===== src/rtl/control_sequencer.sv =====
// control_sequencer: hardwired T-step control unit, fetch T0-T2 and execute T3-T5.
// Optional SEQ_SINGLE_STEP_EN adds step_req and holds after each step until requested.
module control_sequencer #(
  parameter int unsigned OPC_W = 5,
  parameter int unsigned ALU_W = 5,
  parameter logic [ALU_W-1:0] ALU_ADD = ALU_W'(5'b00001),
  parameter logic [OPC_W-1:0] OP_LDI = OPC_W'(5'b00001),
  parameter logic [OPC_W-1:0] OP_IN = OPC_W'(5'b10101),
  parameter logic [OPC_W-1:0] OP_OUT = OPC_W'(5'b10110),
  parameter logic [OPC_W-1:0] OP_NOP = OPC_W'(5'b11010),
  parameter logic [OPC_W-1:0] OP_HALT = OPC_W'(5'b11011),
  parameter int unsigned CYC_PER_STEP = 1,
  parameter int unsigned MEM_TIMEOUT = 15
) (
  input  logic clk,
  input  logic clear_n,
  input  logic run,
  input  logic [OPC_W-1:0] ir_opcode,
  input  logic mem_ready,
`ifdef SEQ_SINGLE_STEP_EN
  input  logic step_req,
`endif
  output logic PC_select,
  output logic MAR_enable,
  output logic PC_increment_enable,
  output logic read,
  output logic MDR_enable,
  output logic MDR_select,
  output logic IR_enable,
  output logic Gra,
  output logic Grb,
  output logic BAout,
  output logic Y_enable,
  output logic c_select,
  output logic Z_enable,
  output logic Z_LO_select,
  output logic r_enable,
  output logic r_select,
  output logic outport_enable,
  output logic inport_select,
  output logic [ALU_W-1:0] alu_instruction,
  output logic [2:0] step,
  output logic halted,
  output logic fault,
  output logic illegal
);

  localparam int unsigned CW =
    (CYC_PER_STEP > 1) ? $clog2(CYC_PER_STEP) : 1;
  localparam int unsigned WW = $clog2(MEM_TIMEOUT + 1);
  localparam logic [CW-1:0] CNT_LAST = CW'(CYC_PER_STEP - 1);
  localparam logic [WW-1:0] WAIT_LAST = WW'(MEM_TIMEOUT - 1);

  typedef enum logic [3:0] {
    S_IDLE, S_T0, S_T1, S_T2, S_T3, S_T4, S_T5, S_HALT, S_FAULT
  } state_e;

  state_e state_q, state_d, nxt, fetch;
  logic [CW-1:0] cnt_q, cnt_d;
  logic [WW-1:0] wait_q, wait_d;
  logic [OPC_W-1:0] opc_q, opc_d, op;
  logic run_q, hold_q, hold_d;
  logic in_step, act, last, first, fin;
  logic is_ldi, is_in, is_out, is_nop, is_halt;

  assign in_step = (state_q inside {S_T0, S_T1, S_T2, S_T3, S_T4, S_T5});
  assign act = in_step && !hold_q;
  assign last = (cnt_q == CNT_LAST);
  assign first = (cnt_q == '0) && !hold_q;
  // Opcode is live only in the first T3 cycle, latched copy after that
  assign op = (state_q == S_T3 && first) ? ir_opcode : opc_q;
  assign is_ldi = (op == OP_LDI);
  assign is_in = (op == OP_IN);
  assign is_out = (op == OP_OUT);
  assign is_nop = (op == OP_NOP);
  assign is_halt = (op == OP_HALT);
  assign fin = act && last && (state_q != S_T1 || mem_ready);
  assign fetch = run ? S_T0 : S_IDLE;

  always_ff @(posedge clk or negedge clear_n) begin
    if (!clear_n) begin
      state_q <= S_IDLE;
      cnt_q <= '0;
      wait_q <= '0;
      opc_q <= '0;
      run_q <= 1'b0;
      hold_q <= 1'b0;
    end else begin
      state_q <= state_d;
      cnt_q <= cnt_d;
      wait_q <= wait_d;
      opc_q <= opc_d;
      run_q <= run;
      hold_q <= hold_d;
    end
  end

  always_comb begin
    state_d = state_q;
    cnt_d = cnt_q;
    wait_d = (state_q == S_T1) ? wait_q : '0;
    opc_d = opc_q;
    hold_d = hold_q;
    nxt = fetch;
    PC_select = 1'b0;
    MAR_enable = 1'b0;
    PC_increment_enable = 1'b0;
    read = 1'b0;
    MDR_enable = 1'b0;
    MDR_select = 1'b0;
    IR_enable = 1'b0;
    Gra = 1'b0;
    Grb = 1'b0;
    BAout = 1'b0;
    Y_enable = 1'b0;
    c_select = 1'b0;
    Z_enable = 1'b0;
    Z_LO_select = 1'b0;
    r_enable = 1'b0;
    r_select = 1'b0;
    outport_enable = 1'b0;
    inport_select = 1'b0;
    alu_instruction = '0;
    step = 3'd7;
    halted = (state_q == S_HALT);
    fault = (state_q == S_FAULT);
    illegal = 1'b0;

    case (state_q)
      S_T0: nxt = S_T1;
      S_T1: nxt = S_T2;
      S_T2: nxt = S_T3;
      S_T3: begin
        if (is_ldi) nxt = S_T4;
        else if (is_halt) nxt = S_HALT;
      end
      S_T4: nxt = S_T5;
      default: nxt = fetch;
    endcase

    if (state_q == S_T3 && first) opc_d = ir_opcode;

    case (state_q)
      S_IDLE: if (run) state_d = S_T0;
      S_HALT: if (run && !run_q) state_d = S_T0;
      S_FAULT: state_d = S_FAULT;
      default: begin
        if (state_q == S_T1 && act && !mem_ready) begin
          if (wait_q == WAIT_LAST) state_d = S_FAULT;
          else wait_d = wait_q + WW'(1);
        end
        if (fin) begin
`ifdef SEQ_SINGLE_STEP_EN
          hold_d = 1'b1;
`else
          state_d = nxt;
          cnt_d = '0;
`endif
        end else if (act && !last) begin
          cnt_d = cnt_q + CW'(1);
        end
`ifdef SEQ_SINGLE_STEP_EN
        if (hold_q && step_req) begin
          state_d = nxt;
          cnt_d = '0;
          hold_d = 1'b0;
        end
`endif
      end
    endcase

    case (state_q)
      S_T0: begin
        step = 3'd0;
        PC_select = act;
        MAR_enable = fin;
      end
      S_T1: begin
        step = 3'd1;
        read = act;
        MDR_enable = fin;
        PC_increment_enable = fin;
      end
      S_T2: begin
        step = 3'd2;
        MDR_select = act;
        IR_enable = fin;
      end
      S_T3: begin
        step = 3'd3;
        if (act) begin
          unique case (1'b1)
            is_ldi: begin
              Grb = 1'b1;
              BAout = 1'b1;
              Y_enable = fin;
            end
            is_out: begin
              Gra = 1'b1;
              r_select = 1'b1;
              outport_enable = fin;
            end
            is_in: begin
              inport_select = 1'b1;
              Gra = 1'b1;
              r_enable = fin;
            end
            is_nop, is_halt: ;
            default: illegal = first;
          endcase
        end
      end
      S_T4: begin
        step = 3'd4;
        c_select = act;
        alu_instruction = act ? ALU_ADD : '0;
        Z_enable = fin;
      end
      S_T5: begin
        step = 3'd5;
        Z_LO_select = act;
        Gra = act;
        r_enable = fin;
      end
      default: ;
    endcase
  end

endmodule


===== config.mk =====
export PLATFORM = sky130hd
export DESIGN_NAME = control_sequencer
export DESIGN_NICKNAME = d
export VERILOG_FILES = /design/src/rtl/control_sequencer.sv
export SDC_FILE = /design/constraint.sdc
export NUM_CORES = 1
export LEC_CHECK = 0
export BUFFER_PORTS_ARGS = -buffer_cell sky130_fd_sc_hd__buf_4
export CAP_MARGIN = 5
export CORE_UTILIZATION = 51
export CTS_CLUSTER_SIZE = 14
export DETAILED_ROUTE_END_ITERATION = 8
export GPL_TIMING_DRIVEN = 0
export PLACE_DENSITY = 0.79
export SETUP_SLACK_MARGIN = 0.15
export SYNTH_ARGS = -nofsm -noshare
export SYNTH_HDL_FRONTEND = slang
export SYNTH_SLANG_ARGS = --single-unit

===== constraint.sdc =====
create_clock -name clk -period 2.9 [get_ports clk]
set_clock_uncertainty 0.05 [all_clocks]
set_input_delay 0.58 -clock clk [delete_from_list [all_inputs] [get_ports clk]]
set_output_delay 0.58 -clock clk [all_outputs]
set_load 0.01 [all_outputs]

==> results.txt <==
CTS Buf Count: 3
Worst Hold Class: input port to asynchronous set/reset pin
Req. time, crit path: 2.27 ns
Crit path launch type: register
Most common cell after layout, fill and taps aside: buf_4
Number of buffers inserted by hold repair at cts: 0
Antenna violations before repair: 0
Power Total: 0.360 mW
Reg power frac: 0.582
Clock Tree Root: clkbuf_4
Final #Nets: 210
Clock Pin Slew Worst Setup and Hold Paths: 0.08 ns
Row cnt: 17
Setup TNS: -0.194 ns
Crit path capture type: primary output
Post-synth top area share: 0.302
Synth Area in Adders: 0.0201
Synth async-reset ratio: 1.00
Die height: 51.4 um
Pin count of the biggest net entering global routing: 16
Pint: 0.280 mW
CP delay by family, top: simple AND/OR/NAND/NOR gates
Vias per cell: 5.71
Detailed Place HPWL: 2290 um
Yosys warns: 0
Placeable core region: 2250 um2
Multiplexer area fraction after synthesis: 0.0453
Worst setup path startpoint: state_q[0]
Cells after synthesis: 153
Post-synth EDFFs: 0
Number of diodes: 0
CP max stage cell: or4b_4
# IOs: 38
Ys flop type: dfrtp_1
Initial core utilization: 0.552
Switch Pwr: 0.0802 mW
IO buf count: 33
Post-synthesis compound-gate area fraction: 0.189
Final Hold Viols: 0
Power per cell area: 217 nW/um2
Commonest cells after routing, fill and taps aside: 46 x buf_4, 15 x nand2_1, 15 x nor2_1
Fmax: 0.323 GHz
Leak pwr: 0.730 nW
Largest family of logic cells by synthesized area: simple AND/OR/NAND/NOR gates
Die Area: 2640 um2
Avg Cell Area, Syn: 8.13 um2
Top cells by area, synth: dfrtp_1 30%, nor2_1 4.8%, nand2_1 4.5%, buf_4 4.2%, nand2b_1 3.0%
Simple-Gate Fraction of Synth Area: 0.325
Buf/Inv on CP: 2
Insertion delay to the later sink of the worst-skew pair: 0.27 ns
Crit Path Class: register to primary output
CTS Buffer Depth: 2
Clock group share of total power: 0.314
Max Slew Vio Count: 0
Clock Sinks: 15
Crit Path Max Fanout: 2
Cell Area, Synth: 1240 um2
Setup Viol. Count Final: 1
Switching Fraction: 0.223
Drt wl/cell: 14.4 um
Syn-to-layout area delta: 33.6%
CP Data Arrival Time: 2.46 ns
Vias in the first global route: 1,135
First-pass GRT wire length: 5100 um
Gr usage total: 0.254
Total gr overflow: 0
Post-synthesis cell type count: 47
DR pass1 iterations: 4
Seq cells post-synth: 15
RSZ-0062 raised after global routing: true
Fin crit share: 1.07
Synth area leader: dfrtp_1
Final wirelength: 3270 um
Share of post-route cells with drive strength above 1: 0.348
Synth Area in XOR/XNOR: 0.0211
Antenna-violating nets left: 0
Failing checks: negative setup slack
# DRC: 0
Seq/Total Area, Yosys: 0.302
Routed vias: 1,291
Htree depth: 1
PnR worst setup slack: -0.194 ns
TritonCTS clock tree: done
Pre-CTS setup slack: 0.00780 ns
Logic pwr share: 0.104
Run status: complete, but fails checks
Max VDD drop: 0.000266 V
Max_cap viols: 0
Critical R2R Launch: state_q[3]
Final min period: 3.09 ns
DIE WIDTH: 51.4 um
Crit-path cells: buf_6 > or4b_4 > nor2_8 > mux2_4 > mux4_2 > a221oi_2 > buf_4
GPL Wtd Cong: 0.939
Largest stage delay, worst path: 0.55 ns
Initial DRC count: 36
[layer usage]
metal | GRT usage | routed length, um
met1 | 0.341 | 1410
met5 | 0 | 0
met2 | 0.429 | 1640
met3 | 0.0179 | 216
met4 | 0.0856 | 0
[synth_stat cells, drive strengths merged, types with 2 or more instances]
cell type / count
buf: 9
o211ai: 2
mux2: 3
nor3: 7
inv: 6
nor2b: 5
nand4b: 4
o21a: 4
nand2: 15
o21ai: 6
a21oi: 5
a31oi: 2
or3: 2
clkbuf: 7
nand2b: 6
xnor2: 2
or2: 2
ha: 2
nor3b: 3
and2: 3
a211oi: 3
and3: 2
dfrtp: 15
nand3: 3
nor2: 17
[worst register-to-register path: cells and delay by family (launching register included)]
| family | cells | cell delay [ns] |
|---|---|---|
| compound gates | 2 | 0.44 |
| buf+inv | 1 | 0.19 |
| flops | 1 | 0.46 |
| simple gates | 3 | 0.82 |
[registers in the layout, summed over array words and instances, names as in the netlist]
name and count:
wait_q 4, opc_q 5, state_q 4, run_q 1, cnt_q 1
[power groups by stage]
| stage | clock (mW) | combinational, mW | sequential, mW |
|---|---|---|---|
| finish | 0.113 | 0.0375 | 0.210 |
| global route | 0.129 | 0.0409 | 0.210 |
| CTS | 0.119 | 0.0365 | 0.210 |
| detailed placement | 0 | 0.0357 | 0.214 |
| global placement | 0 | 0.0347 | 0.214 |
| floorplan | 0 | 0.0166 | 0.214 |
[area by class of cell]
| cell class | instances | area, um2 |
|---|---|---|
| buffer | 16 | 106 |
| clock buffer | 4 | 26.3 |
| fill | 175 | 593 |
| inverter | 6 | 22.5 |
| multi-input combinational | 119 | 810 |
| sequential | 15 | 377 |
| tap | 28 | 35.0 |
| timing repair buffer | 38 | 285 |
[timing repair]
item / 4_1_cts / 5_1_grt
buffers inserted: 4 / 1
setup endpoints to repair: 11 / 7
gates resized for setup: 11 / 6
pin swaps: 4 / 3
[final timing paths]
check                        endpoint  slack [ns]  depth (start not counted)
min in group clk                run_q        0.40                          1
max reg2reg                state_q[1]        0.80                          6
min reg2reg                  opc_q[2]        0.51                          2
min                         wait_q[2]        0.09                          1
max                           illegal       -0.19                          7
max in group asynchronous  state_q[1]        2.53                          1
[through the flow]
step	hold WS, ns	cells	util	instance area (um2)
after global routing	0.0854	226	0.737	1660
after detailed placement	0.391	217	0.683	1540
after CTS	0.0829	225	0.726	1640
final	0.0883	226	0.737	1660
after floorplan	0.234	156	-	1260
after global placement	0.386	217	0.683	1540
[kinds of logic (layout without fill, tap and decap cells)]
kind of cell	count (synthesis)	after routing
buffers and inverters	22	64
other	1	4
and+or+nand+nor	73	73
AOI/OAI and AO/OA	33	33
xor gates and xnor gates	3	3
muxes	4	4
DFF	15	15
adders and majority gates	2	2
Note: power is estimated with default switching activity, not from simulation.
